<file path="config.mk">
export PLATFORM = sky130hd
export DESIGN_NAME = sprite_draw_scheduler_flat
export DESIGN_NICKNAME = d
export VERILOG_FILES = /design/src/rtl/draw_pkg.sv /design/src/rtl/sprite_draw_scheduler_if.sv /design/src/rtl/box_scan_counter.sv /design/src/rtl/sprite_draw_scheduler.sv /design/src/flat_wrapper.sv
export SDC_FILE = /design/constraint.sdc
export NUM_CORES = 1
export LEC_CHECK = 0
export ABC_AREA = 0
export BUFFER_PORTS_ARGS = -buffer_cell sky130_fd_sc_hd__clkbuf_2
export CAP_MARGIN = 20
export CORE_UTILIZATION = 50
export CTS_CLUSTER_SIZE = 30
export DETAILED_ROUTE_END_ITERATION = 7
export PLACE_DENSITY = 0.79
export SYNTH_ARGS = -nofsm -noshare
export SYNTH_HDL_FRONTEND = slang
export SYNTH_SLANG_ARGS = --single-unit
</file>
<file path="constraint.sdc">
create_clock -name clk -period 2.25 [get_ports clk]
set_input_delay 0.45 -clock clk [delete_from_list [all_inputs] [get_ports clk]]
set_output_delay 0.45 -clock clk [all_outputs]
set_load 0.01 [all_outputs]
</file>
<file path="src/rtl/draw_pkg.sv">
// Shared constants and state encoding for the sprite pixel pipeline feeding vga_adapter.
package draw_pkg;

    localparam int unsigned XW = 8;
    localparam int unsigned YW = 7;
    localparam int unsigned CW = 3;

    localparam int unsigned SCREEN_W = 160;
    localparam int unsigned SCREEN_H = 120;

    localparam logic [CW-1:0] BG_COLOUR = 3'b000;

    typedef enum logic [1:0] {
        IDLE,
        LATCH,
        DRAW,
        DONE
    } state_t;

endpackage

</file>
<file path="src/rtl/sprite_draw_scheduler_if.sv">
// Requester bus plus the vga_adapter pixel port of the sprite draw scheduler.
interface sprite_draw_scheduler_if #(
    parameter int unsigned NUM_REQ = 4
) ();

    logic [NUM_REQ-1:0]              req;
    logic [NUM_REQ-1:0]              req_erase;
    logic [draw_pkg::XW*NUM_REQ-1:0] req_x;
    logic [draw_pkg::YW*NUM_REQ-1:0] req_y;
    logic [draw_pkg::CW*NUM_REQ-1:0] req_colour;

    logic [NUM_REQ-1:0]              ack;
    logic                            busy;
    logic [draw_pkg::XW-1:0]         x_out;
    logic [draw_pkg::YW-1:0]         y_out;
    logic [draw_pkg::CW-1:0]         colour_out;
    logic                            plot;

    modport master (
        output req, req_erase, req_x, req_y, req_colour,
        input  ack, busy, x_out, y_out, colour_out, plot
    );

    modport slave (
        input  req, req_erase, req_x, req_y, req_colour,
        output ack, busy, x_out, y_out, colour_out, plot
    );

endinterface

</file>
<file path="src/rtl/box_scan_counter.sv">
// Row-major sweep of a BOX_SIZE x BOX_SIZE box, started on demand by clr.
module box_scan_counter #(
    parameter int unsigned BOX_SIZE = 11,
    parameter int unsigned BW       = (BOX_SIZE > 1) ? $clog2(BOX_SIZE) : 1
) (
    input  logic          clk,
    input  logic          reset_N,
    input  logic          clr,
    input  logic          en,
    output logic [BW-1:0] cx,
    output logic [BW-1:0] cy,
    output logic          last
);

    localparam logic [BW-1:0] MAX = BW'(BOX_SIZE - 1);

    assign last = (cx == MAX) && (cy == MAX);

    always_ff @(posedge clk) begin
        if (!reset_N || clr) begin
            cx <= '0;
            cy <= '0;
        end else if (en) begin
            if (cx == MAX) begin
                cx <= '0;
                cy <= (cy == MAX) ? '0 : cy + 1'b1;
            end else begin
                cx <= cx + 1'b1;
            end
        end
    end

endmodule

</file>
<file path="src/rtl/sprite_draw_scheduler.sv">
// Round-robin arbiter and box sweeper sharing one vga_adapter write port among sprites.
module sprite_draw_scheduler
    import draw_pkg::*;
#(
    parameter int unsigned NUM_REQ  = 4,
    parameter int unsigned BOX_SIZE = 11
) (
    input  logic                   clk,
    input  logic                   reset_N,
    sprite_draw_scheduler_if.slave bus
);

    localparam int unsigned IW = (NUM_REQ > 1) ? $clog2(NUM_REQ) : 1;
    localparam int unsigned BW = (BOX_SIZE > 1) ? $clog2(BOX_SIZE) : 1;

    state_t            state, state_nx;
    logic [IW-1:0]     ptr, gnt, arb_idx;
    logic [IW:0]       cand;
    logic              arb_hit;

    logic [XW-1:0]     ox, sel_x;
    logic [YW-1:0]     oy, sel_y;
    logic [CW-1:0]     col, sel_c;
    logic              sel_erase;

    logic [BW-1:0]     cx, cy;
    logic              scan_last;
    logic [XW:0]       px;
    logic [YW:0]       py;

    logic [NUM_REQ-1:0] ack_d;
    logic               busy_d, plot_d;
    logic [XW-1:0]      x_d;
    logic [YW-1:0]      y_d;
    logic [CW-1:0]      c_d;

    box_scan_counter #(
        .BOX_SIZE (BOX_SIZE),
        .BW       (BW)
    ) u_scan (
        .clk     (clk),
        .reset_N (reset_N),
        .clr     (state == LATCH),
        .en      (state == DRAW),
        .cx      (cx),
        .cy      (cy),
        .last    (scan_last)
    );

    // First set request at or after ptr, wrapping past NUM_REQ-1.
    always_comb begin
        arb_hit = 1'b0;
        arb_idx = '0;
        cand    = '0;
        for (int unsigned i = 0; i < NUM_REQ; i++) begin
            cand = {1'b0, ptr} + (IW+1)'(i);
            if (cand >= (IW+1)'(NUM_REQ))
                cand = cand - (IW+1)'(NUM_REQ);
            if (!arb_hit && bus.req[cand[IW-1:0]]) begin
                arb_hit = 1'b1;
                arb_idx = cand[IW-1:0];
            end
        end
    end

    always_comb begin
        sel_x     = '0;
        sel_y     = '0;
        sel_c     = '0;
        sel_erase = 1'b0;
        for (int unsigned i = 0; i < NUM_REQ; i++) begin
            if (gnt == IW'(i)) begin
                sel_x     = bus.req_x[i*XW +: XW];
                sel_y     = bus.req_y[i*YW +: YW];
                sel_c     = bus.req_colour[i*CW +: CW];
                sel_erase = bus.req_erase[i];
            end
        end
    end

    // Sums carry one extra bit so off-screen pixels are clipped instead of wrapping.
    assign px = {1'b0, ox} + (XW+1)'(cx);
    assign py = {1'b0, oy} + (YW+1)'(cy);

    always_ff @(posedge clk) begin
        if (!reset_N) begin
            state          <= IDLE;
            ptr            <= '0;
            gnt            <= '0;
            ox             <= '0;
            oy             <= '0;
            col            <= '0;
            bus.ack        <= '0;
            bus.busy       <= 1'b0;
            bus.plot       <= 1'b0;
            bus.x_out      <= '0;
            bus.y_out      <= '0;
            bus.colour_out <= '0;
        end else begin
            state <= state_nx;
            if (state == IDLE && arb_hit)
                gnt <= arb_idx;
            if (state == LATCH) begin
                ox  <= sel_x;
                oy  <= sel_y;
                col <= sel_erase ? BG_COLOUR : sel_c;
            end
            if (state == DONE)
                ptr <= (gnt == IW'(NUM_REQ - 1)) ? '0 : gnt + 1'b1;
            bus.ack        <= ack_d;
            bus.busy       <= busy_d;
            bus.plot       <= plot_d;
            bus.x_out      <= x_d;
            bus.y_out      <= y_d;
            bus.colour_out <= c_d;
        end
    end

    always_comb begin
        state_nx = state;
        unique case (state)
            IDLE:  if (arb_hit) state_nx = LATCH;
            LATCH: state_nx = DRAW;
            DRAW:  if (scan_last) state_nx = DONE;
            DONE:  state_nx = IDLE;
            default: state_nx = IDLE;
        endcase
    end

    // Next values of the registered outputs; busy follows the state being entered.
    always_comb begin
        ack_d  = '0;
        busy_d = (state_nx != IDLE);
        plot_d = 1'b0;
        x_d    = bus.x_out;
        y_d    = bus.y_out;
        c_d    = bus.colour_out;
        if (state == DRAW) begin
            x_d    = px[XW-1:0];
            y_d    = py[YW-1:0];
            c_d    = col;
            plot_d = (px < (XW+1)'(SCREEN_W)) && (py < (YW+1)'(SCREEN_H));
        end
        if (state == DONE)
            ack_d = NUM_REQ'(1) << gnt;
    end

endmodule

</file>
<file path="src/flat_wrapper.sv">
// flat-port wrapper written by rule: the top's interface ports become plain ports
module sprite_draw_scheduler_flat import draw_pkg::*;
#(
    parameter int unsigned NUM_REQ  = 4,
    parameter int unsigned BOX_SIZE = 11
)
  (clk, reset_N, bus_req, bus_req_erase, bus_req_x, bus_req_y, bus_req_colour, bus_ack, bus_busy, bus_x_out, bus_y_out, bus_colour_out, bus_plot);
  sprite_draw_scheduler_if #(.NUM_REQ(NUM_REQ)) bus_i ();
  input  logic clk;
  input  logic reset_N;
  input wire logic [$bits(bus_i.req)-1:0] bus_req;
  input wire logic [$bits(bus_i.req_erase)-1:0] bus_req_erase;
  input wire logic [$bits(bus_i.req_x)-1:0] bus_req_x;
  input wire logic [$bits(bus_i.req_y)-1:0] bus_req_y;
  input wire logic [$bits(bus_i.req_colour)-1:0] bus_req_colour;
  output wire logic [$bits(bus_i.ack)-1:0] bus_ack;
  output wire logic [$bits(bus_i.busy)-1:0] bus_busy;
  output wire logic [$bits(bus_i.x_out)-1:0] bus_x_out;
  output wire logic [$bits(bus_i.y_out)-1:0] bus_y_out;
  output wire logic [$bits(bus_i.colour_out)-1:0] bus_colour_out;
  output wire logic [$bits(bus_i.plot)-1:0] bus_plot;
  assign bus_i.req = bus_req;
  assign bus_i.req_erase = bus_req_erase;
  assign bus_i.req_x = bus_req_x;
  assign bus_i.req_y = bus_req_y;
  assign bus_i.req_colour = bus_req_colour;
  assign bus_ack = bus_i.ack;
  assign bus_busy = bus_i.busy;
  assign bus_x_out = bus_i.x_out;
  assign bus_y_out = bus_i.y_out;
  assign bus_colour_out = bus_i.colour_out;
  assign bus_plot = bus_i.plot;
  sprite_draw_scheduler #(.NUM_REQ(NUM_REQ), .BOX_SIZE(BOX_SIZE)) u_core (.clk(clk), .reset_N(reset_N), .bus(bus_i));
endmodule
</file>
==> impl_metrics.yaml <==
global_routing:
  gr-total-overflow: 0
  grt_pass1_vias: 2879
  grt.total_usage_pct: 25.1
  grt_first_pass_wirelength_mm: 12.9
  grt_max_degree: 39
  antenna_found_initial: 0
critical_path:
  worstSetupPathType: "register to register"
  critPathMaxStageDelay_ps: 390
  cp.arrival_ps: 2240
  slowest_stage: "fa_1"
  cp-endpoint: "u_core.bus.x_out[6]"
  reg2reg_depth: 8
  crit_chain: "ha_1, inv_1, fa_1, nand2b_1, a21oi_1, nand3_1, xor2_1, a21oi_1"
  cp_num_buf_inv: 1
  worst-path-stages: 8
  r2r_slack_ps: 260
  cp_data_required_time_ps: 2510
  cpLargestDelayFamily: "adder cells"
  crit_path_start_kind: "register"
  crit_start: "u_core.ox[0]"
  crit_top_cell: "a21oi_1"
  r2r-start: "u_core.ox[0]"
  crit_fanout: 3
  rr_endpoint: "u_core.bus.x_out[6]"
  crit_path_end_kind: "register"
sta:
  setup_tns_ps: 0
  clock_skew_ps: 12.3
  worstMarginPinSlew_ps: 690
  slew_headroom_pct: 53.8
  setup_viol: 0
  fin_crit_sh_pct: 88.3
  fmax_ghz: 0.503
  slew_viol_final: 0
  min_period_ps: 1990
  rsz0062_at_grt: "no"
  hold_violations: 0
cells_and_area:
  fin_nets: 588
  fillers: 547
  final_core_util_pct: 64.0
  drive_above_1_share_pct: 27.9
  mostFrequentLayoutCell: "clkbuf_2"
  design_area_um2: 3900
  area_growth_syn_to_layout_pct: 20.7
  final_cell_mix: "clkbuf_2, dfxtp_1, a21oi_1, nor2_1, o21ai_0"
  multiInputGateArea_um2: 1930
  seq_area_um2: 1120
  antenna_cells: 0
floorplanning:
  num_rows: 28
  coreArea_um2: 6100
  ios: 106
  die_w_um: 82.4
  initial_utilization_pct: 53.1
  die_h_um: 82.4
  dieArea_um2: 6790
synthesis:
  yosys_warnings: 0
  synth_seq_cells: 56
  synth.distinct_cells: 56
  yosys_most_used_dff: "dfxtp_1"
  synth_area_um2: 3230
  synth-edff-count: 0
  synthArstFlopShare_pct: 0
  syn_inst: 390
  synth_top_area_share_pct: 34.7
  synth.largest_area_cell: "dfxtp_1"
  syn_avg_cell_area_um2: 8.29
  synth.area.top_cells: "dfxtp_1, a21oi_1, ha_1"
  syn-num-nets: 491
  synth-seq-area-share_pct: 34.7
power:
  power_uw: 3670
  ir_drop_uv: 441
  p_leak_uw: 0.00172
  p_per_area_nw_per_um2: 941
routing:
  routedWlPerCell_um: 14.1
  drcViolationCount: 0
  vias: 3113
  ant_nets: 0
  via_per_inst: 5.53
  first_pass_iters: 4
  totalWireLength_mm: 7.92
  initialDrtViolationCount: 138
clock_network:
  cts_root_buf: "clkbuf_8"
  clock_latency_ps: 320
  clk_pin_slew_ps: 110
  ctsHtreeMaxLevel: 2
  cts_sinks: 56
  post_cts_buffers: 0
  cts_buffers: 5
  cts.path.max_buffers: 2
  tritoncts: "built"
status:
  status: "finished, final reports clean"
worst_hold_path:
  hold_class: "input port to register"
placed_design:
  gp_congestion: 0.865
  dp_hpwl_mm: 6.27
  placed_area_um2: 3800
  port_buffers: 105
job:
  max-cap-violations: 0
==> Yosys cell counts (all sizes together) (2+ instances only) <==
library cell,number
nand3b,2
a21oi,54
o22ai,2
o211a,2
o41ai,2
and2,3
o311ai,2
inv,12
fa,2
nor2,31
mux2i,14
nand4,2
o21ai,36
xnor2,5
and3,2
a221oi,17
a31o,2
nand3,7
nor3b,3
buf,11
and2b,2
xor2,7
a21o,4
nand2b,3
clkbuf,15
dfxtp,56
o21a,2
nand2,23
nor2b,18
nor3,19
ha,17
==> final cells by class <==
type | instances | share of cell area, %
inverter | 13 | 1.25
clock inverter | 2 | 0.449
clock buffer | 6 | 2.12
sequential | 56 | 28.7
tap | 75 | 2.40
multi-input combinational | 295 | 49.5
timing repair buffer | 116 | 15.6
==> state kept, by name (all words and copies together), names as in the netlist <==
name	count
u_core.ptr	2
u_core.state	2
u_core.gnt	2
u_core.bus.x_out	8
u_core.col	3
u_core.u_scan.cx	4
u_core.u_scan.cy	4
u_core.bus.ack	4
u_core.bus.colour_out	3
u_core.bus.busy	1
u_core.oy	7
u_core.bus.y_out	7
u_core.ox	8
u_core.bus.plot	1
==> worst min path at each step <==
stage	to	slack, ps	start	depth (start not counted)
finish	u_core.col[2]	430	bus_req_colour[11]	3
global route	u_core.col[0]	420	bus_req_colour[9]	3
CTS	u_core.col[0]	420	bus_req_colour[9]	3
detailed placement	u_core.col[1]	450	u_core.col[1]	2
global placement	u_core.col[1]	450	u_core.col[1]	2
floorplan	u_core.col[0]	430	u_core.col[0]	2
==> cell families (layout without fill, tap and decap cells) <==
family / after synthesis / count (layout) / share of synthesized area, %
compound gates: 132 / 132 / 25.5
xor+xnor: 12 / 12 / 3.25
fa+ha+maj: 19 / 19 / 7.81
buf+inv: 39 / 137 / 5.73
flops: 56 / 56 / 34.7
mux: 14 / 14 / 4.33
simple gates: 118 / 118 / 18.7
==> repair_timing <==
action                     in CTS  in global routing
resized for setup               1                  0
hold buffers                    0                  0
setup endpoints to repair       1                  0
==> power breakdown <==
| group | internal [µW] | leakage (µW) | switching (µW) |
|---|---|---|---|
| clock network | 258 | 0.0000522 | 338 |
| logic | 712 | 0.00121 | 912 |
| registers | 1230 | 0.000456 | 216 |
==> tightest hold or removal path, stage by stage <==
cell and delay, ps:
clkbuf_2 80, a21oi_1 80, o21ai_1 110
==> metal layers <==
layer	share of wire (%)	wire [µm]	track usage, %
met1	46	3620	32.5
met4	2.4	194	10.5
met5	0	0	0
met2	47	3700	41.5
met3	5.1	405	3.85
==> metrics by stage <==
stage                     hold WS [ps]  setup WS (ps)  cells
after floorplan                    427            303    390
after global placement             446           90.0    555
after detailed placement           447           22.4    555
after CTS                          417            254    563
after global routing               424           92.6    563
final                              425            263    563
Note: power is estimated with default switching activity, not from simulation.
